`src/rtl/reg_apb_arbiter.sv`:
```
// Two-requester round-robin arbiter driving a single APB master port.
// One transfer in flight at a time, with a wait-state timeout abort.
module reg_apb_arbiter #(
  parameter int ADDR_WIDTH = 8,
  parameter int TIMEOUT    = 16
) (
  input  logic                  RegClk,
  input  logic                  RegReset,
  input  logic                  req0_valid,
  output logic                  req0_ready,
  input  logic                  req0_write,
  input  logic [ADDR_WIDTH-1:0] req0_addr,
  input  logic [31:0]           req0_wdata,
  output logic                  rsp0_valid,
  output logic [31:0]           rsp0_rdata,
  output logic                  rsp0_err,
  input  logic                  req1_valid,
  output logic                  req1_ready,
  input  logic                  req1_write,
  input  logic [ADDR_WIDTH-1:0] req1_addr,
  input  logic [31:0]           req1_wdata,
  output logic                  rsp1_valid,
  output logic [31:0]           rsp1_rdata,
  output logic                  rsp1_err,
  output logic                  PSEL,
  output logic                  PENABLE,
  output logic                  PWRITE,
  output logic [ADDR_WIDTH-1:0] PADDR,
  output logic [31:0]           PWDATA,
  input  logic [31:0]           PRDATA,
  input  logic                  PREADY,
  input  logic                  PSLVERR,
  output logic                  busy
);

  typedef enum logic [1:0] {
    IDLE,
    SETUP,
    ACCESS,
    RESP
  } state_t;

  localparam logic [4:0] TMO = 5'(TIMEOUT);

  state_t      state;
  logic        last;
  logic        gnt_id;
  logic [4:0]  wait_cnt;

  logic        any_req;
  logic        win;
  logic        do_grant;
  logic        tmo;
  logic        done;
  logic [31:0] cap_rdata;
  logic        cap_err;

  // Round-robin pick: on contention the side not granted last wins.
  always_comb begin
    win = 1'b0;
    unique case (1'b1)
      (req0_valid & req1_valid):  win = ~last;
      (req0_valid & ~req1_valid): win = 1'b0;
      (~req0_valid & req1_valid): win = 1'b1;
      default:                    win = 1'b0;
    endcase
  end

  // Grant strobe and ready pulses, same cycle as the IDLE acceptance.
  always_comb begin
    any_req    = req0_valid | req1_valid;
    do_grant   = (state == IDLE) & any_req & ~RegReset;
    req0_ready = do_grant & ~win;
    req1_ready = do_grant & win;
  end

  // Completion decode; PREADY beats a coincident timeout.
  always_comb begin
    tmo       = (wait_cnt == TMO) & ~PREADY;
    done      = PREADY | tmo;
    cap_rdata = (PREADY & ~PWRITE) ? PRDATA : 32'h0;
    cap_err   = PREADY ? PSLVERR : 1'b1;
  end

  assign busy = (state != IDLE);

  // Transfer FSM with registered APB and response outputs.
  always_ff @(posedge RegClk or posedge RegReset) begin
    if (RegReset) begin
      state      <= IDLE;
      last       <= 1'b1;
      gnt_id     <= 1'b0;
      wait_cnt   <= 5'd0;
      PSEL       <= 1'b0;
      PENABLE    <= 1'b0;
      PWRITE     <= 1'b0;
      PADDR      <= '0;
      PWDATA     <= 32'h0;
      rsp0_valid <= 1'b0;
      rsp0_rdata <= 32'h0;
      rsp0_err   <= 1'b0;
      rsp1_valid <= 1'b0;
      rsp1_rdata <= 32'h0;
      rsp1_err   <= 1'b0;
    end else begin
      rsp0_valid <= 1'b0;
      rsp1_valid <= 1'b0;
      unique case (state)
        IDLE: begin
          if (any_req) begin
            gnt_id   <= win;
            last     <= win;
            PADDR    <= win ? req1_addr : req0_addr;
            PWDATA   <= win ? req1_wdata : req0_wdata;
            PWRITE   <= win ? req1_write : req0_write;
            PSEL     <= 1'b1;
            PENABLE  <= 1'b0;
            wait_cnt <= 5'd0;
            state    <= SETUP;
          end
        end
        SETUP: begin
          PENABLE  <= 1'b1;
          wait_cnt <= 5'd0;
          state    <= ACCESS;
        end
        ACCESS: begin
          if (done) begin
            PSEL    <= 1'b0;
            PENABLE <= 1'b0;
            PWRITE  <= 1'b0;
            if (gnt_id) begin
              rsp1_valid <= 1'b1;
              rsp1_rdata <= cap_rdata;
              rsp1_err   <= cap_err;
            end else begin
              rsp0_valid <= 1'b1;
              rsp0_rdata <= cap_rdata;
              rsp0_err   <= cap_err;
            end
            state <= RESP;
          end else begin
            wait_cnt <= wait_cnt + 5'd1;
          end
        end
        RESP: begin
          state <= IDLE;
        end
        default: begin
          state <= IDLE;
        end
      endcase
    end
  end

endmodule

```
`config.mk`:
```
export PLATFORM = sky130hd
export DESIGN_NAME = reg_apb_arbiter
export DESIGN_NICKNAME = d
export VERILOG_FILES = /design/src/rtl/reg_apb_arbiter.sv
export SDC_FILE = /design/constraint.sdc
export NUM_CORES = 1
export LEC_CHECK = 0
export BUFFER_PORTS_ARGS = -buffer_cell sky130_fd_sc_hd__buf_2
export CAP_MARGIN = 20
export CELL_PAD_IN_SITES_DETAIL_PLACEMENT = 1
export CELL_PAD_IN_SITES_GLOBAL_PLACEMENT = 1
export CORE_MARGIN = 2
export CORE_UTILIZATION = 35
export DETAILED_ROUTE_END_ITERATION = 8
export GPL_TIMING_DRIVEN = 0
export PLACE_DENSITY_LB_ADDON = 0.1
export SYNTH_ARGS = -nofsm -noshare
export SYNTH_HDL_FRONTEND = slang
export SYNTH_SLANG_ARGS = --single-unit
```
`constraint.sdc`:
```
create_clock -name RegClk -period 4.7 [get_ports RegClk]
set_clock_uncertainty 0.2 [all_clocks]
set_input_delay 0 -clock RegClk [delete_from_list [all_inputs] [get_ports RegClk]]
set_output_delay 0 -clock RegClk [all_outputs]
set_load 0.02 [all_outputs]
```
======== Yosys cells after proc, flatten, opt, wreduce, memory -nomap -nowiden ========
Cells that the tools add are included.
W data, S select, Z words.
operators by class
  shift operators ......................... 0
  add/subtract/negate cells ............... 1
  multiply operators ...................... 0
  reduce and logical (&&, ||, !) cells .... 11
  bitwise operators ....................... 17
  mux-type cells .......................... 25
  div/mod/pow operators ................... 0
  equal/unequal tests ..................... 7
  order comparisons ....................... 0
operator list
  operator               number
  $mux W32               2
  $pmux W5 S3            1
  $reduce_and A3 Y1      5
  $mux W1                12
  $mux W5                2
  $and A1 B1 Y1          8
  $mux W8                1
  $pmux W2 S4            1
  $not A1 Y1             7
  $ne A2 B2 Y1 const B   3
  $pmux W1 S2            3
  $add A5 B1 Y5 const B  1
  $eq A5 B5 Y1 const B   1
  $eq A2 B2 Y1 const B   2
  $mux W2                2
  $reduce_and A2 Y1      2
  $reduce_bool A2 Y1     2
  $pmux W1 S3            1
  $reduce_bool A3 Y1     1
  $eq A2 B1 Y1 const B   1
  $logic_not A2 Y1       1
  $or A1 B1 Y1           2
storage, ports and cells
  logic and storage cells ................. 76
  memory bits (writable) .................. 0
  bits in registers ....................... 120
  bits in latches ......................... 0
  output and inout bits ................... 114
  memories ................................ 0
  ROM bits ................................ 0
  input bits .............................. 120

======== Logic depth before layout (Yosys ltp) ========
  depth after elaboration ................. 6
  gate-level depth with buffers ........... 8

======== Least setup slack after synthesis ========
Ideal clock, no wire load.
  path type ............................... register to output
  from .................................... reg state[0]
  to ...................................... out req0_ready
  path buffers ............................ 2
  stages on the path, launching flop included .. 7
  arrival ................................. 1.749 ns
  path slack .............................. 2.751 ns
  cell sequence ........................... dfrtp_1 > inv_1 > ha_1 > o21ai_0 > clkbuf_1 > clkbuf_1 > nor3_1
on the way
  cells in the longest elaborated chain, start to end .. 4
RTL lines
  element                      RTL line  text
  start, declared              45        state_t state;
  start signal, assigned       90        state <= IDLE;
  start signal, assigned       119       state <= SETUP;
  start signal, assigned       125       state <= ACCESS;
  $logic_not A2 Y1             72        do_grant = (state == IDLE) & any_req & ~RegReset;
  $and A1 B1 Y1 (2 in series)  72
  $and A1 B1 Y1                73        req0_ready = do_grant & ~win;
  end, declared                10        output logic req0_ready,
No other way between the ends.

======== Worst setup path in the final report ========
Ends and elaborated chain as after synthesis.

==> impl_metrics.toml <==
[outcome]
status = "complete, no violations"

[setup_path]
r2r_slack_ns = 2.09
crit_chain = "inv_1 -> ha_1 -> o21ai_0 -> clkbuf_1 -> clkbuf_1 -> nor3_1 -> buf_2"
cp.required_ns = 4.50
critPathMaxFanout = 10
critPathKind = "reg -> out"
path_delay_family = "buffers and inverters"
endpoint_kind = "output port"
cp_num_buf_inv = 4
arrival_ns = 2.45
slowest_stage = "clkbuf_1"
worstSetupStartpointType = "register"
crit_top_cell = "clkbuf_1"
critPathMaxStageDelay_ns = 0.45

[cts]
h-tree-depth = 4
cts_buffer_depth = 2
cts_tree = "done"
root_buffer = "clkbuf_16"
cts_inserted_buffers = 17
cts_sinks = 120
cts.repair.resized = 0
clk_latency_ns = 0.41
path_clk_slew_ns = 0.05
postCtsHoldBufs = 120
post_cts_buffers = 0

[placed_design]
place.gp.congestion = 0.7635
dp_cells = 821
pre_cts_slack_ns = 2.270
hpwl_um = 11300
io_buffer_count = 233
placed_area_um2 = 6387

[run]
cap_violations = 0

[synth]
synth_xor_area_frac = 0
yosys_most_used_dff = "dfrtp_1"
yosysSeqAreaShare = 0.6052
async_reset_ff_frac = 1.000
avgSynthCellArea_um2 = 12.20
ys_seq_elements = 120
syn-instance-count = 407
synthesis.area_um2 = 4964
synth.area.mux_share = 0.08520
synthAdderAreaFrac = 0.01765
yosys_warnings = 0
synth_top_family_by_area = "compound AO/OA/AOI/OAI gates"
synth-compound-area-share = 0.1868
synth_edf_count = 0
syn-num-nets = 534
synth_cell_types = 38
yosys.area_share.simple = 0.06378

[timing]
finalSetupTns_ns = 0
hold_slack_ns = 0.006952
fmax_mhz = 377.1
rsz0062_at_grt = "false"
fin_crit_sh = 0.5643
period_needed_ns = 2.652
timing.final.ws_setup_ns = 2.048
worst_pin_slew_ns = 0.7094
finalHoldViolCount = 0
slew_viol_final = 0
slew_headroom = 0.5234
setup_viol = 0

[global_route]
gr-total-overflow = 0
grt_pass1_vias = 5364
grt_max_degree = 66
grt_usage = 0.2422
grt_first_pass_wirelength_um = 28020
antenna_found_initial = 0

[finish]
area_growth_pct = 65.16
final-instance-count-excl-fill = 972
design_area_um2 = 8198
n_antenna_cell = 0
fill_cells = 1528
drive_above_1_share = 0.3573
final_nets = 907

[die]
chipHeight_um = 123.1
initial_core_util = 0.3576
die_area_um2 = 15150
die_x_um = 123.1
rows = 43
core_um2 = 13880
ioPinCount = 234

[route]
post_drt_wl_per_cell_um = 18.63
vias_per_cell = 4.997
wl_um = 18110
drt_iter0_drc = 133
route.vias.total = 4857
ant_nets = 0
drc = 0
first_pass_iters = 4

[pwr]
p_per_area_nw_per_um2 = 665.0
intPower_mw = 3.314
p_clk_frac = 0.245
seqPwrFrac = 0.328
p_sw_mw = 2.138
pwr-share-comb = 0.427
p_leak_nw = 4.187
vdd_drop_max_mv = 0.3212
switching_share = 0.3922

[min_path]
min_path_type = "in -> async"
cell usage in the layout, fill, tap and decap left out, types with 3 or more instances in the layout:
cell	Yosys	final
nor2b_1	3	3
mux2i_1	40	40
buf_6	4	4
dlygate4sd3_1	0	120
clkbuf_8	0	4
nand2_1	47	47
clkbuf_1	10	14
nand3_1	3	3
o21ai_0	43	43
dfrtp_1	119	119
inv_1	12	11
a21oi_1	6	6
ha_1	7	7
nor3_1	4	4
a22o_1	65	65
buf_4	3	3
clkbuf_16	0	17
buf_2	11	244
nor2_1	5	5
bufinv_16	0	3
flip-flops by register name (all words and copies together) (netlist names):
| register | flops |
|---|---|
| PWDATA | 32 |
| rsp0_rdata | 32 |
| rsp0_err | 1 |
| rsp1_valid | 1 |
| PADDR | 8 |
| wait_cnt | 5 |
| PSEL | 1 |
| PWRITE | 1 |
| last | 1 |
| rsp0_valid | 1 |
| gnt_id | 1 |
| rsp1_rdata | 32 |
| rsp1_err | 1 |
| state | 2 |
| PENABLE | 1 |
power by group through the flow:
stage | registers, mW | logic (mW) | clock network, mW
final | 1.79 | 2.33 | 1.33
after global routing | 1.85 | 2.52 | 1.40
after CTS | 1.77 | 2.30 | 1.36
after detailed placement | 1.78 | 2.15 | 0
after global placement | 1.76 | 2.11 | 0
after floorplan | 2.30 | 0.804 | 0
cells by family (layout without fill, tap and decap cells):
family,Yosys count,after routing
AND/OR/NAND/NOR,70,70
multiplexers,42,42
flip-flops,120,120
adder cells (fa/ha/maj),7,7
AO/OA/AOI/OAI,128,128
buffers and inverters,40,425
synthesized netlist by cell type (2+ instances only):
| master | number | area share |
|---|---|---|
| a21oi_1 | 6 | 0.0061 |
| nor3_1 | 4 | 0.0040 |
| buf_4 | 3 | 0.0045 |
| nand3_1 | 3 | 0.0030 |
| nand2_1 | 47 | 0.036 |
| o32ai_1 | 2 | 0.0035 |
| nor2b_1 | 3 | 0.0038 |
| a22o_1 | 65 | 0.11 |
| o21ai_0 | 43 | 0.043 |
| a21boi_0 | 2 | 0.0030 |
| inv_1 | 12 | 0.0091 |
| nor3b_1 | 2 | 0.0030 |
| ha_1 | 7 | 0.018 |
| mux2i_1 | 40 | 0.081 |
| buf_6 | 4 | 0.0091 |
| nor2_1 | 5 | 0.0038 |
| clkbuf_1 | 10 | 0.0076 |
| buf_2 | 11 | 0.011 |
| dfrtp_1 | 119 | 0.60 |
metal layers:
| metal | part of all wire | GRT usage |
|---|---|---|
| met3 | 0.069 | 0.06919 |
| met2 | 0.51 | 0.4151 |
| met4 | 0.024 | 0.1009 |
| met5 | 0 | 0 |
| met1 | 0.40 | 0.2847 |
tightest hold or removal path, cell delays in order:
cell and delay, ns:
dlygate4sd3_1 0.53, buf_2 0.16, inv_6 0.37
per-stage QoR:
stage / util / power [mW]
floorplan: - / 3.108
global placement: 0.4578 / 3.863
detailed placement: 0.4602 / 3.938
CTS: 0.5906 / 5.434
global route: 0.5906 / 5.771
finish: 0.5906 / 5.452
area by class of cell:
class | count | area (µm²) | share of cell area
Buffer | 28 | 160.2 | 0.01954
Clock buffer | 25 | 495.5 | 0.06044
Clock inverter | 6 | 113.9 | 0.01389
Inverter | 12 | 50.05 | 0.006105
Multi-Input combinational cell | 247 | 1754 | 0.2140
Sequential cell | 120 | 3004 | 0.3665
Tap cell | 180 | 225.2 | 0.02747
Timing Repair Buffer | 354 | 2395 | 0.2921
final timing paths:
path	from	endpoint	depth (start not counted)
setup / recovery	state[0]	req0_ready	7
hold / removal	RegReset	rsp1_err	3
setup reg to reg	state[0]	PWRITE	7
hold reg to reg	PWDATA[4]	PWDATA[4]	2
max in group asynchronous	RegReset	last	4
min in group RegClk	PRDATA[21]	rsp1_rdata[21]	3
Power figures use the tool's default switching activity.
